==> config.mk <==
export PLATFORM = sky130hd
export DESIGN_NAME = pong_game_ctrl
export DESIGN_NICKNAME = d
export VERILOG_FILES = /design/src/rtl/pong_game_ctrl.sv
export SDC_FILE = /design/constraint.sdc
export NUM_CORES = 1
export LEC_CHECK = 0
export BUFFER_PORTS_ARGS = -buffer_cell sky130_fd_sc_hd__buf_4
export CAP_MARGIN = 15
export CORE_MARGIN = 2
export CORE_UTILIZATION = 58
export CTS_CLUSTER_SIZE = 28
export DETAILED_ROUTE_END_ITERATION = 10
export PLACE_DENSITY = 0.85
export SETUP_SLACK_MARGIN = 0.3
export SYNTH_ARGS = -nofsm -noshare
export SYNTH_HDL_FRONTEND = slang
export SYNTH_SLANG_ARGS = --single-unit
==> constraint.sdc <==
create_clock -name clk_in -period 3.41 [get_ports clk_in]
set_input_delay 0.5115 -clock clk_in [delete_from_list [all_inputs] [get_ports clk_in]]
set_output_delay 0.5115 -clock clk_in [all_outputs]
set_load 0.02 [all_outputs]
==> src/rtl/pong_game_ctrl.sv <==
// rtl/pong_game_ctrl.sv - Pong match controller: serve/play/point sequencing, scoring and winner.
// Frame counters advance on the last visible pixel of each frame supplied by the VGA timing block.
module pong_game_ctrl #(
  parameter int WIN_SCORE    = 7,
  parameter int SERVE_FRAMES = 60,
  parameter int POINT_FRAMES = 90
) (
  input  logic       clk_in,
  input  logic       i_rst,
  input  logic [9:0] o_x,
  input  logic [8:0] o_y,
  input  logic       btn_start,
  input  logic       pointPlayer1,
  input  logic       pointPlayer2,
  output logic       ball_rst,
  output logic       ball_enable,
  output logic [3:0] score1,
  output logic [3:0] score2,
  output logic [1:0] winner,
  output logic [2:0] state
);

  typedef enum logic [2:0] {
    S_IDLE     = 3'd0,
    S_SERVE    = 3'd1,
    S_PLAY     = 3'd2,
    S_POINT    = 3'd3,
    S_GAMEOVER = 3'd4
  } state_t;

  localparam logic [7:0] SERVE_CNT = 8'(SERVE_FRAMES);
  localparam logic [7:0] POINT_CNT = 8'(POINT_FRAMES);
  localparam logic [3:0] WIN_CNT   = 4'(WIN_SCORE);

  state_t     state_q, state_d;
  logic [7:0] cnt_q, cnt_d;
  logic [3:0] score1_q, score1_d;
  logic [3:0] score2_q, score2_d;
  logic [1:0] winner_q, winner_d;
  logic       ball_rst_q, ball_rst_d;
  logic       ball_en_q, ball_en_d;
  logic       btn_s1_q, btn_s2_q, btn_prev_q;
  logic       p1_q, p1_prev_q, p2_q, p2_prev_q;

  logic frame_tick, start_evt, pt1_evt, pt2_evt;

  assign frame_tick = (o_x == 10'd639) && (o_y == 9'd479);
  assign start_evt  = btn_s2_q & ~btn_prev_q;
  assign pt1_evt    = p1_q & ~p1_prev_q;
  assign pt2_evt    = p2_q & ~p2_prev_q;

  always_comb begin
    state_d    = state_q;
    cnt_d      = cnt_q;
    score1_d   = score1_q;
    score2_d   = score2_q;
    winner_d   = winner_q;
    ball_rst_d = 1'b0;
    ball_en_d  = (state_q == S_PLAY);

    if (state_q > S_GAMEOVER) begin
      state_d = S_IDLE;
      cnt_d   = 8'd0;
    end else if (start_evt) begin
      state_d    = S_SERVE;
      cnt_d      = SERVE_CNT;
      score1_d   = 4'd0;
      score2_d   = 4'd0;
      winner_d   = 2'b00;
      ball_rst_d = 1'b1;
    end else begin
      case (state_q)
        S_SERVE: begin
          // Leaving on the tick that would bring the count to zero gives exactly SERVE_FRAMES ticks.
          if (frame_tick) begin
            if (cnt_q <= 8'd1) begin
              state_d = S_PLAY;
              cnt_d   = 8'd0;
            end else begin
              cnt_d = cnt_q - 8'd1;
            end
          end
        end
        S_PLAY: begin
          if (pt1_evt || pt2_evt) begin
            state_d = S_POINT;
            cnt_d   = POINT_CNT;
            if (pt1_evt && !pt2_evt)
              score1_d = (score1_q == 4'hF) ? 4'hF : score1_q + 4'd1;
            else if (pt2_evt && !pt1_evt)
              score2_d = (score2_q == 4'hF) ? 4'hF : score2_q + 4'd1;
          end
        end
        S_POINT: begin
          if (frame_tick) begin
            if (cnt_q <= 8'd1) begin
              cnt_d = 8'd0;
              if (score1_q == WIN_CNT) begin
                state_d  = S_GAMEOVER;
                winner_d = 2'b01;
              end else if (score2_q == WIN_CNT) begin
                state_d  = S_GAMEOVER;
                winner_d = 2'b10;
              end else begin
                state_d    = S_SERVE;
                cnt_d      = SERVE_CNT;
                ball_rst_d = 1'b1;
              end
            end else begin
              cnt_d = cnt_q - 8'd1;
            end
          end
        end
        default: ;
      endcase
    end
  end

  always_ff @(posedge clk_in or posedge i_rst) begin
    if (i_rst) begin
      state_q    <= S_IDLE;
      cnt_q      <= 8'd0;
      score1_q   <= 4'd0;
      score2_q   <= 4'd0;
      winner_q   <= 2'b00;
      ball_rst_q <= 1'b0;
      ball_en_q  <= 1'b0;
      btn_s1_q   <= 1'b0;
      btn_s2_q   <= 1'b0;
      btn_prev_q <= 1'b0;
      p1_q       <= 1'b0;
      p1_prev_q  <= 1'b0;
      p2_q       <= 1'b0;
      p2_prev_q  <= 1'b0;
    end else begin
      state_q    <= state_d;
      cnt_q      <= cnt_d;
      score1_q   <= score1_d;
      score2_q   <= score2_d;
      winner_q   <= winner_d;
      ball_rst_q <= ball_rst_d;
      ball_en_q  <= ball_en_d;
      btn_s1_q   <= btn_start;
      btn_s2_q   <= btn_s1_q;
      btn_prev_q <= btn_s2_q;
      p1_q       <= pointPlayer1;
      p1_prev_q  <= p1_q;
      p2_q       <= pointPlayer2;
      p2_prev_q  <= p2_q;
    end
  end

  assign ball_rst    = ball_rst_q;
  assign ball_enable = ball_en_q;
  assign score1      = score1_q;
  assign score2      = score2_q;
  assign winner      = winner_q;
  assign state       = state_q;

endmodule

==> results of run 1 <==
Yosys cell counts (2+ instances only):
cell / count
sky130_fd_sc_hd__nor4_1: 4
sky130_fd_sc_hd__dfrtp_1: 30
sky130_fd_sc_hd__mux2_2: 4
sky130_fd_sc_hd__nor2_1: 8
sky130_fd_sc_hd__o31ai_1: 10
sky130_fd_sc_hd__a21oi_1: 15
sky130_fd_sc_hd__a211oi_1: 2
sky130_fd_sc_hd__or3_1: 2
sky130_fd_sc_hd__nand4_1: 4
sky130_fd_sc_hd__nor2b_1: 4
sky130_fd_sc_hd__a41oi_1: 2
sky130_fd_sc_hd__nand2b_1: 4
sky130_fd_sc_hd__clkbuf_1: 3
sky130_fd_sc_hd__nand3b_1: 5
sky130_fd_sc_hd__o21ai_0: 11
sky130_fd_sc_hd__buf_2: 2
sky130_fd_sc_hd__or3_4: 2
sky130_fd_sc_hd__inv_1: 8
sky130_fd_sc_hd__nand3_1: 9
sky130_fd_sc_hd__nor3_1: 6
sky130_fd_sc_hd__nand2_1: 8
sky130_fd_sc_hd__or4_1: 4
sky130_fd_sc_hd__ha_1: 4
worst max-delay path, cell delays in order (launching register included):
cell                       delay [ns]
sky130_fd_sc_hd__dfrtp_1         0.53
sky130_fd_sc_hd__nor3b_2         0.61
sky130_fd_sc_hd__nand3b_1        0.14
sky130_fd_sc_hd__a21oi_1         0.45
sky130_fd_sc_hd__mux2_2          0.40
layout make-up:
| class | count | area [um2] | area share, % |
|---|---|---|---|
| multi-input cells | 136 | 947 | 43.8 |
| clock buffers | 7 | 55.1 | 2.55 |
| flip-flops and latches | 30 | 751 | 34.7 |
| repair buffers | 42 | 333 | 15.4 |
| well taps | 33 | 41.3 | 1.91 |
| inverters | 8 | 30.0 | 1.39 |
| clock inverters | 1 | 5.00 | 0.231 |
sequential cells by signal, summed over array words and instances, names as in the netlist:
| name | cells |
|---|---|
| p1_q | 1 |
| btn_prev_q | 1 |
| score1 | 4 |
| ball_rst | 1 |
| btn_s2_q | 1 |
| p2_prev_q | 1 |
| state | 3 |
| ball_enable | 1 |
| p2_q | 1 |
| winner | 2 |
| p1_prev_q | 1 |
| score2 | 4 |
| btn_s1_q | 1 |
| cnt_q | 8 |
per-stage QoR:
step / cells / utilization [%]
floorplan: 181 / -
global placement: 247 / 69.5
detailed placement: 247 / 69.5
CTS: 255 / 71.5
global route: 257 / 72.6
finish: 257 / 72.6
power groups by stage:
stage | sequential (mW) | clock, mW | combinational [mW]
2_1_floorplan | 0.603 | 0 | 0.328
6_report | 0.570 | 0.221 | 0.564
4_1_cts | 0.566 | 0.227 | 0.560
3_5_place_dp | 0.571 | 0 | 0.556
5_1_grt | 0.585 | 0.240 | 0.620
3_3_place_gp | 0.565 | 0 | 0.538
placed cells by master (no fill, tap or decap), drive strengths merged, types with 5 or more instances in the layout:
| cell type | count |
|---|---|
| clkbuf | 8 |
| nand3b | 5 |
| nor2 | 10 |
| nand2 | 8 |
| nor3 | 6 |
| dfrtp | 30 |
| o21ai | 12 |
| o31ai | 11 |
| nand4 | 5 |
| buf | 41 |
| inv | 8 |
| nand3 | 9 |
| a21oi | 15 |
worst paths after layout:
| check | startpoint | to | slack, ns | cells after the start |
|---|---|---|---|---|
| worst max-delay path | state[0] | score2[1] | 1.15 | 4 |
| worst min-delay path | i_rst | cnt_q[7] | 0.13 | 2 |
| worst max register to register | state[0] | score2[1] | 1.15 | 4 |
| worst min register to register | btn_s1_q | btn_s2_q | 0.35 | 0 |
| max in group asynchronous | i_rst | p1_prev_q | 2.84 | 3 |
| min in group clk_in | pointPlayer2 | p2_q | 0.30 | 1 |
per-layer routing:
metal	up-vias	wire, um	part of all wire, %
li1	775	-	-
met1	781	1820	43
met2	61	2140	50
met3	10	256	6.0
met4	0	44	1.0
met5	-	0	0
cells by family after synthesis:
kind of cell	Yosys count
simple gates	72
compound gates	56
buf+inv	15
fa+ha+maj	4
mux	4
flops	30
==> results.md, run 1 <==
- The routed design has 4260 um of wire.
- The proportion of register bits with asynchronous set or reset after synthesis is 100%.
- The CTS root buffer is sky130_fd_sc_hd__clkbuf_4.
- VDD sags by at most 464 uV.
- The clock skew is 0.0107 ns.
- Ranked by total cell area, the synthesized netlist is headed by sky130_fd_sc_hd__dfrtp_1 (43%), sky130_fd_sc_hd__a21oi_1 (4.3%), sky130_fd_sc_hd__o31ai_1 (4.3%).
- The met1 demand-to-capacity share in global routing is 33.5%.
- The floorplan has 20 rows.
- The average wire length per cell after detail routing is 16.6 um.
- The die area is 3500 um2.
- The analysis attributes to cell leakage a power of 0.948 nW.
- The final-report max-slew violation count is 0.
- The gate count after technology mapping is 181.
- The share of total power dissipated in sequential elements is 42.0%.
- After detailed placement, the total cell area comes to 2070 um2.
- STA classifies the critical path startpoint as a flip-flop.
- Power spread over the standard cell area amounts to 627 nW/um2.
- Detailed placement finished with a half-perimeter wire length of 3060 um.
- The number of vias in the routed layout is 1,627.
- The most heavily used metal layer in global routing is met2.
- Routability-driven placement finished with a final weighted congestion of 0.857.
- The share of the synthesized area in the top cell type is 42.5%.
- The number of endpoints failing setup at the final stage is 0.
- Relative to the synthesized area, the layout overhead comes to 22.5%.
- The via count of the first global-routing pass is 1,578.
- The later-pin clock latency in the skew report is 0.32 ns.
- Clock tree synthesis inserted a total of 5 buffers.
- The first detailed-routing pass ran for 4 iterations.
- The maximum number of pins on one net before global-route repair is 31.
- The portion of total power attributed to combinational logic is 41.6%.
- The critical path in this run is classified as reg2reg.
- The H-tree was split into 2 levels.
- In this run the tightest slew margin relative to its limit is 55.3%.
- The clock transition time at the flip-flop clock pins of the worst setup and hold paths is 0.10 ns.
- For this block, the initial DRC count from the detailed router was 88.
- The final layout contains 251 nets.
- The setup slack at placement is 0.924 ns.
- The simple logic cell fraction of the synthesized area is 26.1%.
- The post-cts hold buffer count is 0.
- Synthesis instantiated 53 different standard cells from the library.
- For this run, the top clock speed supported by timing is 443 MHz.
- After layout, the minimum clock period comes to 2.26 ns.
- The category of the worst setup path capture point is a flip-flop.
- Hold timing on the final database bottoms out at a slack of 0.132 ns.
- At the pin with the least slew margin, the transition time is 0.668 ns.
- Global routing used 44.1% of the available met2 tracks.
- The total power draw is 1.36 mW.
- The class of the worst hold path is in2async.
- The post-route setup TNS is 0 ns.
- The proportion of total power due to net switching is 40.8%.
- Synthesis produced a netlist with a net count of 209.
- After Yosys synthesis, XOR and XNOR cells account for 0% of the synthesized area.
- The count of endpoints failing hold in the final timing report is 0.
- The count of clock tree sinks is 30.
- By area, the combinational part of the netlist is dominated by simple AND/OR/NAND/NOR gates.
- With fillers left out, the area of the finished cells amounts to 2160 um2.
- The synthesized netlist devotes 22.2% of its cell area to compound gates.
- In this run the count of I/O pins placed on the die edge is 39.
- After clock tree synthesis, the repair step resized 0 gates.
- The warning count from the yosys run is 0.
- The share of power burned in the clock network is 16.3%.
- The post-CTS setup repair buffer count is 0.
- The share of final-layout standard cells stronger than drive strength 1 is 28.6%.
- Summing the sequential cell areas from Yosys gives 42.5% of the chip area.
- The internal portion of total power is 0.802 mW.
- The starting density of the core is 59.3%.
- Global routing consumed, on the met3 layer, 5.24% of the routing resources.
- In this run the deepest clock path goes through 2 buffers.
- In this run the cell area of the synthesized design comes to 1770 um2.
- The predominant post-synthesis flop cell is sky130_fd_sc_hd__dfrtp_1.
- The total of flip-flops plus latches after synthesis is 30.
- The count of nets left with antenna violations once routing finished came out at 0.
- The max capacitance violation total is 0.
- The clock tree from TritonCTS is done.
- The synthesized netlist devotes 2.83% of its cell area to adder and majority cells.
- At the worst endpoint, the arrival time is 2.46 ns.
- The first-pass GRT wire length is 6980 um.
- The number of antenna diodes in the final layout is 0.
- The area inside the core boundary is 2980 um2.
- The portion of synthesized area spent on multiplexers is 2.55%.
- Setup repair after global routing left no endpoint under its margin.
- The power spent charging and discharging nets is 0.553 mW.
- Data on the critical path is required at its endpoint by 3.61 ns.
- The largest area contributor in the synthesized netlist is sky130_fd_sc_hd__dfrtp_1.
- Summed over all layers, the global routing overflow is 0.
- Averaged over all synthesized cells, the footprint is 9.75 um2.
- In this run the horizontal extent of the chip is 59.2 um.
- Global routing used 26.4% of the available tracks across all layers.
- The flow ran to the end, and the final reports show no timing, DRC or antenna violations.
- The worst path setup slack after routing is 1.15 ns.
- The vertical extent of the die is 59.2 um.
- The initial antenna violation count was 0.
- The fill cell instance count of the final layout is 224.
- After layout, the worst path uses 66.3% of the clock period.
- The worst-path maximum fanout is 12.
- For this run, design rule violations remaining after detail routing come to 0.
- Dividing the detail-routed via count by the number of cells gives 6.33.
- The count of buffers inserted at the top-level ports is 38.
- Yosys mapped a number of flops with a built-in enable equal to 0.
No activity file was read; power rests on OpenSTA's default activity.
==> run 2, diff against run 1 <==
--- a/config.mk
+++ b/config.mk
@@ -8,10 +8,10 @@
 export BUFFER_PORTS_ARGS = -buffer_cell sky130_fd_sc_hd__buf_4
 export CAP_MARGIN = 15
 export CORE_MARGIN = 2
-export CORE_UTILIZATION = 58
+export CORE_UTILIZATION = 54
 export CTS_CLUSTER_SIZE = 28
 export DETAILED_ROUTE_END_ITERATION = 10
-export PLACE_DENSITY = 0.85
+export PLACE_DENSITY = 0.79
 export SETUP_SLACK_MARGIN = 0.3
 export SYNTH_ARGS = -nofsm -noshare
 export SYNTH_HDL_FRONTEND = slang
==> constraint.sdc (replaced) <==
create_clock -name clk_in -period 2.1 [get_ports clk_in]
set_input_delay 0.315 -clock clk_in [delete_from_list [all_inputs] [get_ports clk_in]]
set_output_delay 0.315 -clock clk_in [all_outputs]
set_load 0.02 [all_outputs]
==> run 2 against run 1 <==
Effect of this change:
- global-route usage grew 1.5 points
- clock power grew 60%
- clock skew shrank 0.0023 ns
- clock-buffer cell count shrank 2
- critical path depth grew 3
- non-clock buffer count grew 27
- sequential share of layout area shrank 3.8 points
- largest cell class unchanged
- largest power group is now combinational logic
==> results.md, run 2 (synthesized netlist as in run 1, its figures left out) <==
- The detailed placer's ending HPWL came to 3370 um (was 3060 um).
- The hold slack came to 0.0711 ns (was 0.132 ns).
- The count of endpoints failing hold in the final timing report is 0 (unchanged).
- The overall global routing resource usage was 27.9% (was 26.4%).
- The data required time at the worst endpoint is 2.38 ns (was 3.61 ns).
- The top layer reached by signal wires is met4 (unchanged).
- The register with the most flip-flops is cnt_q (unchanged).
- The actual transition at the worst max-transition pin is 0.725 ns (was 0.668 ns).
- The worst path setup slack after routing is 0.143 ns (was 1.15 ns).
- The worst-path maximum fanout is 6 (was 12).
- The power per cell area is 991 nW/um2 (was 627 nW/um2).
- The clock tree from TritonCTS is done (unchanged).
- The post-synthesis to final-layout area growth is 38.4% (was 22.5%).
- Cells along the critical path: inv_2 > ha_4 > nor2_4 > o31ai_4 > or3_4 > or4_1 > o21ai_1 (was nor3b_2 > nand3b_1 > a21oi_1 > mux2_2).
- The shortest period the worst path allows was 1.96 ns (was 2.26 ns).
- The via count of the first global-routing pass is 1,713 (was 1,578).
- The cell at the slowest stage of the critical path is sky130_fd_sc_hd__dfrtp_1 (was sky130_fd_sc_hd__nor3b_2).
- The post-cts hold buffer count is 0 (unchanged).
- The routed metal-1 wirelength is 1930 um (was 1820 um).
- The final-report max-slew violation count is 0 (unchanged).
- The number of endpoints failing setup at the final stage was 0 (unchanged).
- The remaining max-slew budget at the tightest pin is 51.6% (was 55.3%).
- The final weighted congestion in routability-driven placement came to 0.929 (was 0.857).
- The clock skew came to 0.00833 ns (was 0.0107 ns).
- The internal reg-to-reg setup slack is 0.14 ns (was 1.15 ns).
- The average wire length per cell after detail routing is 17.0 um (was 16.6 um).
- The power spent charging and discharging nets is 1.00 mW (was 0.553 mW).
- The setup slack at placement is 0.115 ns (was 0.924 ns).
- The number of nets with antenna violations after routing came to 0 (unchanged).
- Unrepaired setup endpoints after global routing: true (was false).
- The net count of the finished layout was 278 (was 251).
- The detail-routed via count per cell is 6.19 (was 6.33).
- The I/O pin total was 39 (unchanged).
- The die area was 3740 um2 (was 3500 um2).
- The CTS root buffer is sky130_fd_sc_hd__clkbuf_4 (unchanged).
- The arrival time reported for the critical path endpoint is 2.24 ns (was 2.46 ns).
- The internal portion of total power is 1.42 mW (was 0.802 mW).
- The standard-cell row count came to 20 (unchanged).
- The number of vias in the routed layout is 1,825 (was 1,627).
- The antenna diode count is 0 (unchanged).
- Commonest non-fill, non-tap cells in the layout: sky130_fd_sc_hd__buf_4 (68), sky130_fd_sc_hd__dfrtp_1 (27), sky130_fd_sc_hd__a21oi_1 (13) (was sky130_fd_sc_hd__buf_4 (40), sky130_fd_sc_hd__dfrtp_1 (30), sky130_fd_sc_hd__a21oi_1 (15)).
- The vertical extent of the die is 61.2 um (was 59.2 um).
- The area inside the core boundary is 3080 um2 (was 2980 um2).
- The stage delay of the slowest cell on the critical path is 0.44 ns (was 0.61 ns).
- The portion of total power attributed to combinational logic came to 49.7% (was 41.6%).
- The count of clock tree sinks is 30 (unchanged).
- The max capacitance violation total is 0 (unchanged).
- The leakage power total came to 1.07 nW (was 0.948 nW).
- The CTS H-tree depth is 2 (unchanged).
- The met3 routed wirelength is 378 um (was 256 um).
- The share of power burned in the clock network is 14.6% (was 16.3%).
- The total wirelength of the detailed-routed design is 5000 um (was 4260 um).
- The share of final-layout standard cells stronger than drive strength 1 was 43.0% (was 28.6%).
- The starting density of the core came to 57.4% (was 59.3%).
- The initial DRC count came to 142 (was 88).
- The overall die width is 61.2 um (was 59.2 um).
- The type of element launching the critical path was a flip-flop (unchanged).
- The post-route setup TNS is 0 ns (unchanged).
- The total grt overflow was 0 (unchanged).
- The class of the worst hold path is in2reg (was in2async).
- Result of the run: finished clean (unchanged).
- The maximum number of pins on one net before global-route repair is 20 (was 31).
- The clock transition time at the flip-flop clock pins of the worst setup and hold paths is 0.11 ns (was 0.10 ns).
- The met2 routed wirelength is 2560 um (was 2140 um).
- The worst voltage drop across the vdd grid is 728 uV (was 464 uV).
- The number of flip-flops under the largest register name came to 8 (unchanged).
- The DRC violation count after routing was 0 (unchanged).
- The period utilization is 93.2% (was 66.3%).
- The category of the worst setup path capture point is a flip-flop (unchanged).
- The first-pass GRT wire length is 7550 um (was 6980 um).
- The detailed-routing iteration count for the pre-antenna-repair pass is 4 (unchanged).
- The later-pin clock latency in the skew report came to 0.34 ns (was 0.32 ns).
- The commonest non-fill, non-tap cell in the layout was sky130_fd_sc_hd__buf_4 (unchanged).
- The fill cell instance count of the final layout is 208 (was 224).
- The maximum clock insertion buffer count is 2 (unchanged).
- The CTS buffer count is 5 (unchanged).
- The class of the most critical setup path is reg2reg (unchanged).
- The count of buffers inserted at the top-level ports is 38 (unchanged).
- The highest achievable clock rate was 511 MHz (was 443 MHz).
- The initial antenna violation count came to 0 (unchanged).
- The sequential fraction of design power was 35.7% (was 42.0%).
- The proportion of total power due to net switching was 41.4% (was 40.8%).
[run 2: what timing repair did]
action / in CTS / in global routing
endpoints found under the setup margin: 15 / 21
setup buffers: 13 / 8
gates resized for setup: 3 / 14
pin swaps: 6 / 10
endpoints found under the hold margin: 0 / 0
[run 2: through the flow]
stage | area [um2] | power [mW] | util (%) | std cells
3_3_place_gp | 2160 | 1.80 | 70.3 | 266
4_1_cts | 2330 | 2.35 | 75.7 | 287
5_1_grt | 2440 | 2.57 | 79.4 | 295
3_5_place_dp | 2160 | 1.86 | 70.3 | 266
6_report | 2440 | 2.42 | 79.4 | 295
2_1_floorplan | 1790 | 1.52 | - | 181
[run 2: per-layer routing]
metal,global-route usage (%),vias up
met2,45.4,96
met3,6.51,18
met5,0,-
met4,17.4,0
met1,33.4,877
li1,-,834
[run 2: final timing paths]
check                      startpoint  endpoint  depth (start not counted)
max reg2reg                  cnt_q[0]  cnt_q[7]                          7
min                         btn_start  btn_s1_q                          1
min in group asynchronous       i_rst  btn_s1_q                          2
max in group asynchronous       i_rst      p1_q                          3
max                          cnt_q[0]  cnt_q[7]                          7
min reg2reg                  btn_s1_q  btn_s2_q                          0
[run 2: area by class of cell]
| cell class | instances | area [um2] | share of cell area, % |
|---|---|---|---|
| tap | 44 | 55.1 | 2.25 |
| clock inverter | 3 | 21.3 | 0.870 |
| multi-input combinational | 136 | 1020 | 41.9 |
| clock buffer | 5 | 37.5 | 1.54 |
| timing repair buffer | 69 | 522 | 21.4 |
| sequential | 30 | 754 | 30.9 |
| inverter | 8 | 30.0 | 1.23 |
[run 2: power by group through the flow]
stage               sequential [mW]  clock [mW]  combinational, mW
floorplan                     0.980           0              0.541
global placement              0.902           0              0.901
detailed placement            0.923           0              0.937
CTS                           0.859       0.360               1.13
global route                  0.891       0.387               1.29
finish                        0.866       0.354               1.20
[run 2: critical path, delay by kind of cell (launching register included)]
kind | cells | cell delay [ns]
fa+ha+maj | 1 | 0.18
buf+inv | 1 | 0.07
compound gates | 2 | 0.25
flops | 1 | 0.44
simple gates | 3 | 0.96
==> run 3, diff against run 2 <==
--- a/config.mk
+++ b/config.mk
@@ -7,11 +7,13 @@
 export LEC_CHECK = 0
 export BUFFER_PORTS_ARGS = -buffer_cell sky130_fd_sc_hd__buf_4
 export CAP_MARGIN = 15
+export CELL_PAD_IN_SITES_DETAIL_PLACEMENT = 1
+export CELL_PAD_IN_SITES_GLOBAL_PLACEMENT = 1
 export CORE_MARGIN = 2
-export CORE_UTILIZATION = 54
+export CORE_UTILIZATION = 41
 export CTS_CLUSTER_SIZE = 28
 export DETAILED_ROUTE_END_ITERATION = 10
-export PLACE_DENSITY = 0.79
+export PLACE_DENSITY_LB_ADDON = 0.1
 export SETUP_SLACK_MARGIN = 0.3
 export SYNTH_ARGS = -nofsm -noshare
 export SYNTH_HDL_FRONTEND = slang
==> run 3 against run 2 <==
Effect of this change:
- register-to-register slack worse by 0.04 ns
- setup slack lost 0.042 ns
- worst hold slack better by 0.036 ns
- die area increased by 29%
- first-iteration DRC count fell by 9.2%
- cell count up 5.8%
- clock-buffer cell count grew 1
- sequential power grew 6.6%
- power grew 20%
- routed wire length grew 37%
- highest routed layer unchanged
==> results.md, run 3 (synthesized netlist as in run 1, its figures left out) <==
- The highest achievable clock rate is 500 MHz (was 511 MHz).
- The final-report max-slew violation count was 0 (unchanged).
- The total wirelength of the detailed-routed design is 6850 um (was 5000 um).
- Commonest non-fill, non-tap cells in the layout: sky130_fd_sc_hd__buf_4 (78), sky130_fd_sc_hd__dfrtp_1 (24), sky130_fd_sc_hd__a21oi_1 (13) (was sky130_fd_sc_hd__buf_4 (68), sky130_fd_sc_hd__dfrtp_1 (27), sky130_fd_sc_hd__a21oi_1 (13)).
- The dominant delay contributor by cell family on the critical path is simple AND/OR/NAND/NOR gates (unchanged).
- The detailed placer's ending HPWL is 3880 um (was 3370 um).
- The die area is 4850 um2 (was 3740 um2).
- The capture instance of the worst register-to-register path is winner[0] (was cnt_q[7]).
- The average wire length per cell after detail routing is 22.0 um (was 17.0 um).
- The launching instance or port of the critical path was cnt_q[3] (was cnt_q[0]).
- The overall die width was 69.6 um (was 61.2 um).
- The via count of the first global-routing pass is 2,035 (was 1,713).
- The count of buffers inserted at the top-level ports came to 38 (unchanged).
- The number of vias in the routed layout came to 1,965 (was 1,825).
- The first-pass GRT wire length was 9980 um (was 7550 um).
- The later-pin clock latency in the skew report came to 0.30 ns (was 0.34 ns).
- The leakage power total is 1.18 nW (was 1.07 nW).
- The CTS buffer count is 5 (unchanged).
- The final weighted congestion in routability-driven placement is 0.919 (was 0.929).
- The net count of the finished layout is 289 (was 278).
- The share of final-layout standard cells stronger than drive strength 1 is 53.1% (was 43.0%).
- The start of the worst register-to-register path was cnt_q[3] (was cnt_q[0]).
- The stage delay of the slowest cell on the critical path was 0.45 ns (was 0.44 ns).
- The maximum clock insertion buffer count came to 2 (unchanged).
- The initial DRC count was 129 (was 142).
- The count of clock tree sinks was 30 (unchanged).
- The commonest non-fill, non-tap cell in the layout is sky130_fd_sc_hd__buf_4 (unchanged).
- The max capacitance violation total is 0 (unchanged).
- The antenna diode count was 0 (unchanged).
- The post-cts hold buffer count is 0 (unchanged).
- The critical path depth in cells was 5 (was 7).
- The starting density of the core is 43.2% (was 57.4%).
- The DRC violation count after routing is 0 (unchanged).
- The capture point of the critical path is winner[0] (was cnt_q[7]).
- The number of nets with antenna violations after routing came to 0 (unchanged).
- The internal reg-to-reg setup slack is 0.10 ns (was 0.14 ns).
- The clock transition time at the flip-flop clock pins of the worst setup and hold paths is 0.08 ns (was 0.11 ns).
- Result of the run: finished clean (unchanged).
- The maximum number of pins on one net before global-route repair was 31 (was 20).
- The clock tree from TritonCTS is done (unchanged).
- The post-synthesis to final-layout area growth was 51.1% (was 38.4%).
- The detail-routed via count per cell is 6.30 (was 6.19).
- The count of endpoints failing hold in the final timing report is 0 (unchanged).
- The register with the most flip-flops is cnt_q (unchanged).
- The worst voltage drop across the vdd grid is 543 uV (was 728 uV).
- The overall global routing resource usage is 26.4% (was 27.9%).
- Cells along the critical path: or3_4 > nor4b_4 > nand4_2 > or4_4 > nand3_2 (was inv_2 > ha_4 > nor2_4 > o31ai_4 > or3_4 > or4_1 > o21ai_1).
- The class of the worst hold path is in2async (was in2reg).
- The worst-path maximum fanout is 3 (was 6).
- The vertical extent of the die is 69.6 um (was 61.2 um).
- The depth of the worst register-to-register path was 5 (was 7).
- The total power draw is 2.89 mW (was 2.42 mW).
- The CTS root buffer was sky130_fd_sc_hd__clkbuf_8 (was sky130_fd_sc_hd__clkbuf_4).
- The number of flip-flops under the largest register name is 8 (unchanged).
- The arrival time reported for the critical path endpoint is 2.24 ns (about the same).
- The total grt overflow is 0 (unchanged).
- The standard-cell row count is 23 (was 20).
- The type of element launching the critical path was a flip-flop (unchanged).
- Unrepaired setup endpoints after global routing: true (unchanged).
- The area inside the core boundary was 4090 um2 (was 3080 um2).
- The I/O pin total came to 39 (unchanged).
- The period utilization is 95.2% (was 93.2%).
- The power per cell area is 1080 nW/um2 (was 991 nW/um2).
- The post-route setup TNS came to 0 ns (unchanged).
- The category of the worst setup path capture point is a flip-flop (unchanged).
- The cell at the slowest stage of the critical path is sky130_fd_sc_hd__or4_4 (was sky130_fd_sc_hd__dfrtp_1).
- The actual transition at the worst max-transition pin is 0.488 ns (was 0.725 ns).
- The remaining max-slew budget at the tightest pin was 67.2% (was 51.6%).
- The detailed-routing iteration count for the pre-antenna-repair pass is 4 (unchanged).
- The data required time at the worst endpoint was 2.34 ns (was 2.38 ns).
- The buffering stage count on the worst path with inverters included is 0 (was 1).
- The class of the most critical setup path is reg2reg (unchanged).
- The shortest period the worst path allows is 2.00 ns (was 1.96 ns).
- The number of endpoints failing setup at the final stage is 0 (unchanged).
- The CTS H-tree depth is 2 (unchanged).
- The clock skew is 0.0170 ns (was 0.00833 ns).
- The initial antenna violation count came to 0 (unchanged).
run 3: worst min-delay path: stages:
cell                    delay, ns
sky130_fd_sc_hd__buf_4       0.11
sky130_fd_sc_hd__inv_1       0.05
sky130_fd_sc_hd__buf_4       0.36
run 3: cell type report:
cell class / count / area (um2)
fill: 439 / 1420
timing repair buffer: 80 / 608
tap: 50 / 62.6
clock inverter: 2 / 12.5
multi-input combinational: 136 / 1110
sequential: 30 / 758
clock buffer: 6 / 82.6
inverter: 8 / 30.0
run 3: how the worst min path moves through the flow:
stage	startpoint	end	slack [ns]	cells after the start
6_report	i_rst	cnt_q[6]	0.11	3
5_1_grt	pointPlayer1	p1_q	0.12	1
4_1_cts	pointPlayer1	p1_q	0.13	1
3_5_place_dp	btn_s1_q	btn_s2_q	0.34	0
3_3_place_gp	btn_s1_q	btn_s2_q	0.34	0
2_1_floorplan	btn_s1_q	btn_s2_q	0.33	0
run 3: per-layer routing:
| layer | wire, um | vias to the layer above | track usage [%] |
|---|---|---|---|
| li1 | - | 861 | - |
| met1 | 2600 | 973 | 30.6 |
| met2 | 3580 | 101 | 46.8 |
| met3 | 399 | 30 | 4.65 |
| met4 | 265 | 0 | 13.0 |
| met5 | 0 | - | 0 |
run 3: where the power goes:
group / total, mW / leakage [nW] / switching (mW) / internal (mW)
Combinational: 1.44 / 0.764 / 0.758 / 0.686
Sequential: 0.923 / 0.365 / 0.196 / 0.727
Clock: 0.527 / 0.0472 / 0.264 / 0.263
run 3: what timing repair did:
| action | in CTS | in global routing |
|---|---|---|
| resized for setup | 15 | 33 |
| gates cloned | 0 | 0 |
| buffers inserted | 20 | 8 |
| endpoints found under the setup margin | 11 | 15 |
| pin swaps | 9 | 12 |
run 3: through the flow:
| step | area (um2) | setup slack, ns | instances | util [%] | hold slack (ns) |
|---|---|---|---|---|---|
| finish | 2670 | 0.101 | 312 | 65.3 | 0.107 |
| global route | 2670 | 0.000969 | 312 | 65.3 | 0.117 |
| CTS | 2480 | 0.163 | 304 | 60.7 | 0.135 |
| detailed placement | 2200 | 0.0911 | 276 | 53.9 | 0.343 |
| global placement | 2200 | 0.176 | 276 | 53.9 | 0.336 |
| floorplan | 1790 | 0.273 | 181 | - | 0.331 |
